==> src/rtl/edit_target_router.sv <==
// Edit-target selector with per-target command routing and digit_inc auto-repeat.
// Define EDIT_AUTOREPEAT_EN to enable hold-to-repeat on digit_inc.
module edit_target_router #(
  parameter int NUM_TARGETS  = 4,
  parameter int SEL_W        = 2,
  parameter int REPEAT_DELAY = 16,
  parameter int REPEAT_RATE  = 4
) (
  input  logic                   clk,
  input  logic                   reset_n,
  input  logic                   mode_next,
  input  logic                   mode_prev,
  input  logic                   mode_reset,
  input  logic                   is_running,
  input  logic                   digit_change,
  input  logic                   reset_digit,
  input  logic                   reset_value,
  input  logic                   digit_inc,
  output logic [SEL_W-1:0]       display_mode,
  output logic [NUM_TARGETS-1:0] tgt_digitchange,
  output logic [NUM_TARGETS-1:0] tgt_digitinc,
  output logic [NUM_TARGETS-1:0] tgt_digitreset,
  output logic [NUM_TARGETS-1:0] tgt_valuereset,
  output logic                   mode_changed
);

  if (NUM_TARGETS < 2 || NUM_TARGETS > 16 ||
      SEL_W != $clog2(NUM_TARGETS) ||
      REPEAT_DELAY < 2 || REPEAT_RATE < 1) begin : g_bad_param
    $error("edit_target_router: illegal parameters");
  end

  localparam logic [SEL_W-1:0] SEL_MAX = SEL_W'(NUM_TARGETS - 1);
  localparam logic [NUM_TARGETS-1:0] OH0 = NUM_TARGETS'(1);

`ifdef EDIT_AUTOREPEAT_EN
  typedef enum logic [1:0] {
    S_IDLE, S_DELAY, S_REPEAT, S_WAIT_REL
  } state_e;
  localparam int CNT_MAX =
    (REPEAT_DELAY > REPEAT_RATE) ? REPEAT_DELAY : REPEAT_RATE;
  localparam int CNT_W = $clog2(CNT_MAX + 1);
  localparam logic [CNT_W-1:0] DLY_END = CNT_W'(REPEAT_DELAY - 1);
  localparam logic [CNT_W-1:0] RATE_END = CNT_W'(REPEAT_RATE - 1);
  logic [CNT_W-1:0] cnt_q, cnt_d;
`else
  typedef enum logic {S_IDLE, S_WAIT_REL} state_e;
`endif

  state_e state_q, state_d;

  logic [SEL_W-1:0]       sel_q, sel_d;
  logic                   mc_q;
  logic [NUM_TARGETS-1:0] dc_q, di_q, dr_q, vr_q;
  logic [NUM_TARGETS-1:0] sel_oh;
  logic                   inc_q;
  logic                   step_v, sel_chg, cmd_ok;
  logic                   inc_rise, inc_fire;

  always_comb begin
    step_v  = !is_running && (mode_next ^ mode_prev);
    sel_chg = mode_reset || step_v;
    cmd_ok  = !is_running && !sel_chg;
    sel_d   = sel_q;
    if (mode_reset) begin
      sel_d = '0;
    end else if (step_v) begin
      if (mode_next) begin
        sel_d = (sel_q == SEL_MAX) ? '0 : sel_q + 1'b1;
      end else begin
        sel_d = (sel_q == '0) ? SEL_MAX : sel_q - 1'b1;
      end
    end
  end

  assign sel_oh       = OH0 << sel_q;
  assign inc_rise     = digit_inc && !inc_q;
  assign display_mode = is_running ? '0 : sel_q;

  // FSM state register
  always_ff @(posedge clk or negedge reset_n) begin
    if (!reset_n) begin
      state_q <= S_IDLE;
`ifdef EDIT_AUTOREPEAT_EN
      cnt_q   <= '0;
`endif
    end else begin
      state_q <= state_d;
`ifdef EDIT_AUTOREPEAT_EN
      cnt_q   <= cnt_d;
`endif
    end
  end

  // FSM next state
  always_comb begin
    state_d = state_q;
`ifdef EDIT_AUTOREPEAT_EN
    cnt_d   = cnt_q;
`endif
    if (!cmd_ok) begin
      state_d = S_WAIT_REL;
    end else begin
      unique case (state_q)
        S_IDLE: begin
          if (inc_rise) begin
`ifdef EDIT_AUTOREPEAT_EN
            state_d = S_DELAY;
            cnt_d   = '0;
`else
            state_d = S_WAIT_REL;
`endif
          end
        end
`ifdef EDIT_AUTOREPEAT_EN
        S_DELAY: begin
          if (!digit_inc) begin
            state_d = S_IDLE;
          end else if (cnt_q == DLY_END) begin
            state_d = S_REPEAT;
            cnt_d   = '0;
          end else begin
            cnt_d = cnt_q + 1'b1;
          end
        end
        S_REPEAT: begin
          if (!digit_inc) begin
            state_d = S_IDLE;
          end else if (cnt_q == RATE_END) begin
            cnt_d = '0;
          end else begin
            cnt_d = cnt_q + 1'b1;
          end
        end
`endif
        S_WAIT_REL: begin
          if (!digit_inc) state_d = S_IDLE;
        end
        default: state_d = S_IDLE;
      endcase
    end
  end

  // FSM outputs
  always_comb begin
    inc_fire = 1'b0;
    if (cmd_ok) begin
      unique case (state_q)
        S_IDLE: inc_fire = inc_rise;
`ifdef EDIT_AUTOREPEAT_EN
        S_DELAY:  inc_fire = digit_inc && (cnt_q == DLY_END);
        S_REPEAT: inc_fire = digit_inc && (cnt_q == RATE_END);
`endif
        default: inc_fire = 1'b0;
      endcase
    end
  end

  always_ff @(posedge clk or negedge reset_n) begin
    if (!reset_n) begin
      sel_q <= '0;
      mc_q  <= 1'b0;
      inc_q <= 1'b0;
      dc_q  <= '0;
      di_q  <= '0;
      dr_q  <= '0;
      vr_q  <= '0;
    end else begin
      sel_q <= sel_d;
      mc_q  <= (sel_d != sel_q);
      inc_q <= digit_inc;
      dc_q  <= (cmd_ok && digit_change) ? sel_oh : '0;
      di_q  <= inc_fire ? sel_oh : '0;
      dr_q  <= (cmd_ok && reset_digit) ? sel_oh : '0;
      vr_q  <= (cmd_ok && reset_value) ? sel_oh : '0;
    end
  end

  assign mode_changed    = mc_q;
  assign tgt_digitchange = dc_q;
  assign tgt_digitinc    = di_q;
  assign tgt_digitreset  = dr_q;
  assign tgt_valuereset  = vr_q;

endmodule

==> config.mk <==
export PLATFORM = sky130hd
export DESIGN_NAME = edit_target_router
export DESIGN_NICKNAME = d
export VERILOG_FILES = /design/src/rtl/edit_target_router.sv
export SDC_FILE = /design/constraint.sdc
export NUM_CORES = 1
export LEC_CHECK = 0
export BUFFER_PORTS_ARGS = -buffer_cell sky130_fd_sc_hd__buf_2
export CORE_MARGIN = 4
export CORE_UTILIZATION = 45
export DETAILED_ROUTE_END_ITERATION = 10
export GPL_ROUTABILITY_DRIVEN = 0
export GPL_TIMING_DRIVEN = 0
export PLACE_DENSITY_LB_ADDON = 0.12
export SYNTH_ARGS = -nofsm -noshare
export SYNTH_HDL_FRONTEND = slang
export SYNTH_SLANG_ARGS = --single-unit
==> constraint.sdc <==
create_clock -name clk -period 2.7 [get_ports clk]
set_clock_uncertainty 0.1 [all_clocks]
set_input_delay 0.54 -clock clk [delete_from_list [all_inputs] [get_ports clk]]
set_output_delay 0.54 -clock clk [all_outputs]
set_load 0.05 [all_outputs]
==> reports/qor.csv <==
metric;value;unit
status;finished, final reports clean;
drive_gt1_share;43.6;%
worst_slew_pin_slew;0.446;ns
critical_path_class;reg -> out;
n_antenna_cell;0;
drv_cap;0;
finalMaxSlewViolations;0;
hp-class;in -> async;
rows;16;
drc;0;
power;0.567;mW
wl_met1;805;um
power_density;508;nW/um2
synth_fa_ha_area_share;5.47;%
stdcell_count;137;
grt_max_degree;22;
layout_min_cycle_time;1.98;ns
synth_xor_area_share;0;%
multi_input_area;365;um2
via_count;699;
drt_iter0_drc;6;
ant_nets;0;
dieWidth;53.1;um
grt_pass1_vias;685;
finalSetupViolCount;0;
dieArea;2820;um2
synth_cell_types;23;
r2r_cells;6;
routedWlPerCell;12.8;um
ys_ff_latch;21;
yosysSeqAreaShare;57.5;%
cts_max_level;1;
avgViaCountPerCell;5.10;
met2_length;747;um
finalCritPeriodShare;73.4;%
die_h;53.1;um
ctsHoldBuffers;0;
cp.arrival;1.34;ns
ioPinCount;29;
top_layer_used;met4;
antenna_found_initial;0;
max_freq;505;MHz
route.met3.wl;156;um
num-fill-cells;179;
register_area;526;um2
synth_cells;78;
netlist_area;915;um2
post-cts-setup-buffers;0;
firstDrtPassIters;4;
grt_pass1_wl;2.98;mm
cp_data_required_time;2.06;ns
cts_tree;built;
cp_max_fo;9;
drt-total-wl;1.75;mm
syn_area_per_cell;11.7;um2
rsz0062_at_grt;false;
slew_headroom;70.3;%
syn_nets;92;
track_usage;14.6;%
cts_max_path_buffers;2;
fin_setup_tns;0;ns
synth_top_family_by_area;simple AND/OR/NAND/NOR gates;
vdd_drop_max;0.376;mV
synth_simple_gate_area_share;24.8;%
path_clk_slew;0.12;ns
placedCellCount;133;
numPortBuffers;28;
initial_core_util;47.1;%
yosys-mux-area-fraction;1.09;%
synth-compound-area-share;8.62;%
yosys_warnings;0;
cts_buffers;3;
p_leak;0.632;nW
cts_root_buf;clkbuf_4;
cts_sinks;21;
overflow;0;
nets;125;
syn_to_final_growth;22.0;%
ctsResizeCount;0;
clkLatencyLatePin;0.30;ns
cp-start-kind;flip-flop;
hpwl;1.30;mm
finalHoldViolCount;0;
worstSetupEndpointType;primary output;
fp.coreArea;1940;um2
-- cells in the mapped netlist, drive strengths merged --
cell / n / area share [%]
a21oi: 2 / 1.1
a222oi: 1 / 1.1
and2: 4 / 2.7
and2b: 1 / 1.1
and3: 13 / 11
clkbuf: 1 / 0.55
dfrtp: 21 / 57
ha: 4 / 5.5
inv: 5 / 2.1
mux2i: 1 / 1.1
nand2: 2 / 0.82
nand2b: 2 / 1.4
nor2: 5 / 2.1
nor2b: 2 / 1.6
nor3: 1 / 0.55
nor3b: 1 / 0.82
nor4: 1 / 2.3
o21a: 2 / 1.6
o21ai: 5 / 2.7
o22ai: 3 / 2.1
or2b: 1 / 0.82
-- critical path: stages, from the launching register on --
cell	delay (ns)
dfrtp_1	0.54
nor2b_1	0.21
buf_2	0.28
-- worst paths after layout --
path | end | start | slack [ns]
worst max-delay path | display_mode[0] | sel_q[0] | 0.72
worst min register to register | state_q | state_q | 0.41
worst max register to register | mode_changed | sel_q[0] | 0.80
max in group asynchronous | tgt_valuereset[3] | reset_n | 2.13
min in group clk | inc_q | digit_inc | 0.26
worst min-delay path | tgt_digitchange[2] | reset_n | 0.06
-- metal layers --
metal | track usage (%) | up-vias
met1 | 19.1 | 327
met5 | 0 | -
met2 | 22.7 | 35
met4 | 7.66 | 0
li1 | - | 332
met3 | 2.82 | 5
-- placed cells by master, fill, tap and decap left out, types with 2 or more instances in the layout --
cell type / instances
o22ai_1: 3
o21ai_0: 5
ha_1: 4
nand2b_1: 2
buf_2: 28
dfrtp_1: 21
clkbuf_4: 3
inv_1: 5
nand2_1: 2
and2_1: 4
nor2_1: 5
and3_2: 12
a21oi_1: 2
o21a_1: 2
-- kinds of logic after synthesis --
family,after synthesis
multiplexers,1
adder cells (fa/ha/maj),4
AO/OA/AOI/OAI,13
AND/OR/NAND/NOR,33
flip-flops,21
buffers and inverters,6
-- report_power, final --
part	switching, mW	internal (mW)	leakage, nW
Combinational	0.0604	0.0295	0.330
Clock	0.0934	0.0553	0.0177
Sequential	0.00637	0.322	0.283
Total	0.160	0.407	0.632
-- through the flow --
| stage | utilization [%] | hold slack (ns) | instance area (um2) | setup WS, ns |
|---|---|---|---|---|
| 6_report | 57.5 | 0.0584 | 1120 | 0.718 |
| 5_1_grt | 57.5 | 0.0809 | 1120 | 0.645 |
| 4_1_cts | 57.5 | 0.0686 | 1120 | 0.732 |
| 3_5_place_dp | 56.1 | 0.388 | 1090 | 0.871 |
| 3_3_place_gp | 56.1 | 0.388 | 1090 | 0.908 |
| 2_1_floorplan | - | 0.144 | 915 | 0.799 |
-- registers in the layout (all words and copies together) (netlist names) --
signal / cells
mode_changed: 1
tgt_valuereset: 4
sel_q: 2
inc_q: 1
tgt_digitinc: 4
tgt_digitchange: 4
tgt_digitreset: 4
state_q: 1
-- area by class of cell --
cell class                 count  share of cell area (%)
tap                           27                    3.03
sequential                    21                    47.1
multi-input combinational     51                    32.7
buffer                         1                   0.448
timing repair buffer          28                    12.6
clock buffer                   3                    2.02
inverter                       5                    1.68
clock inverter                 1                   0.448
Note: power is estimated with default switching activity, not from simulation.
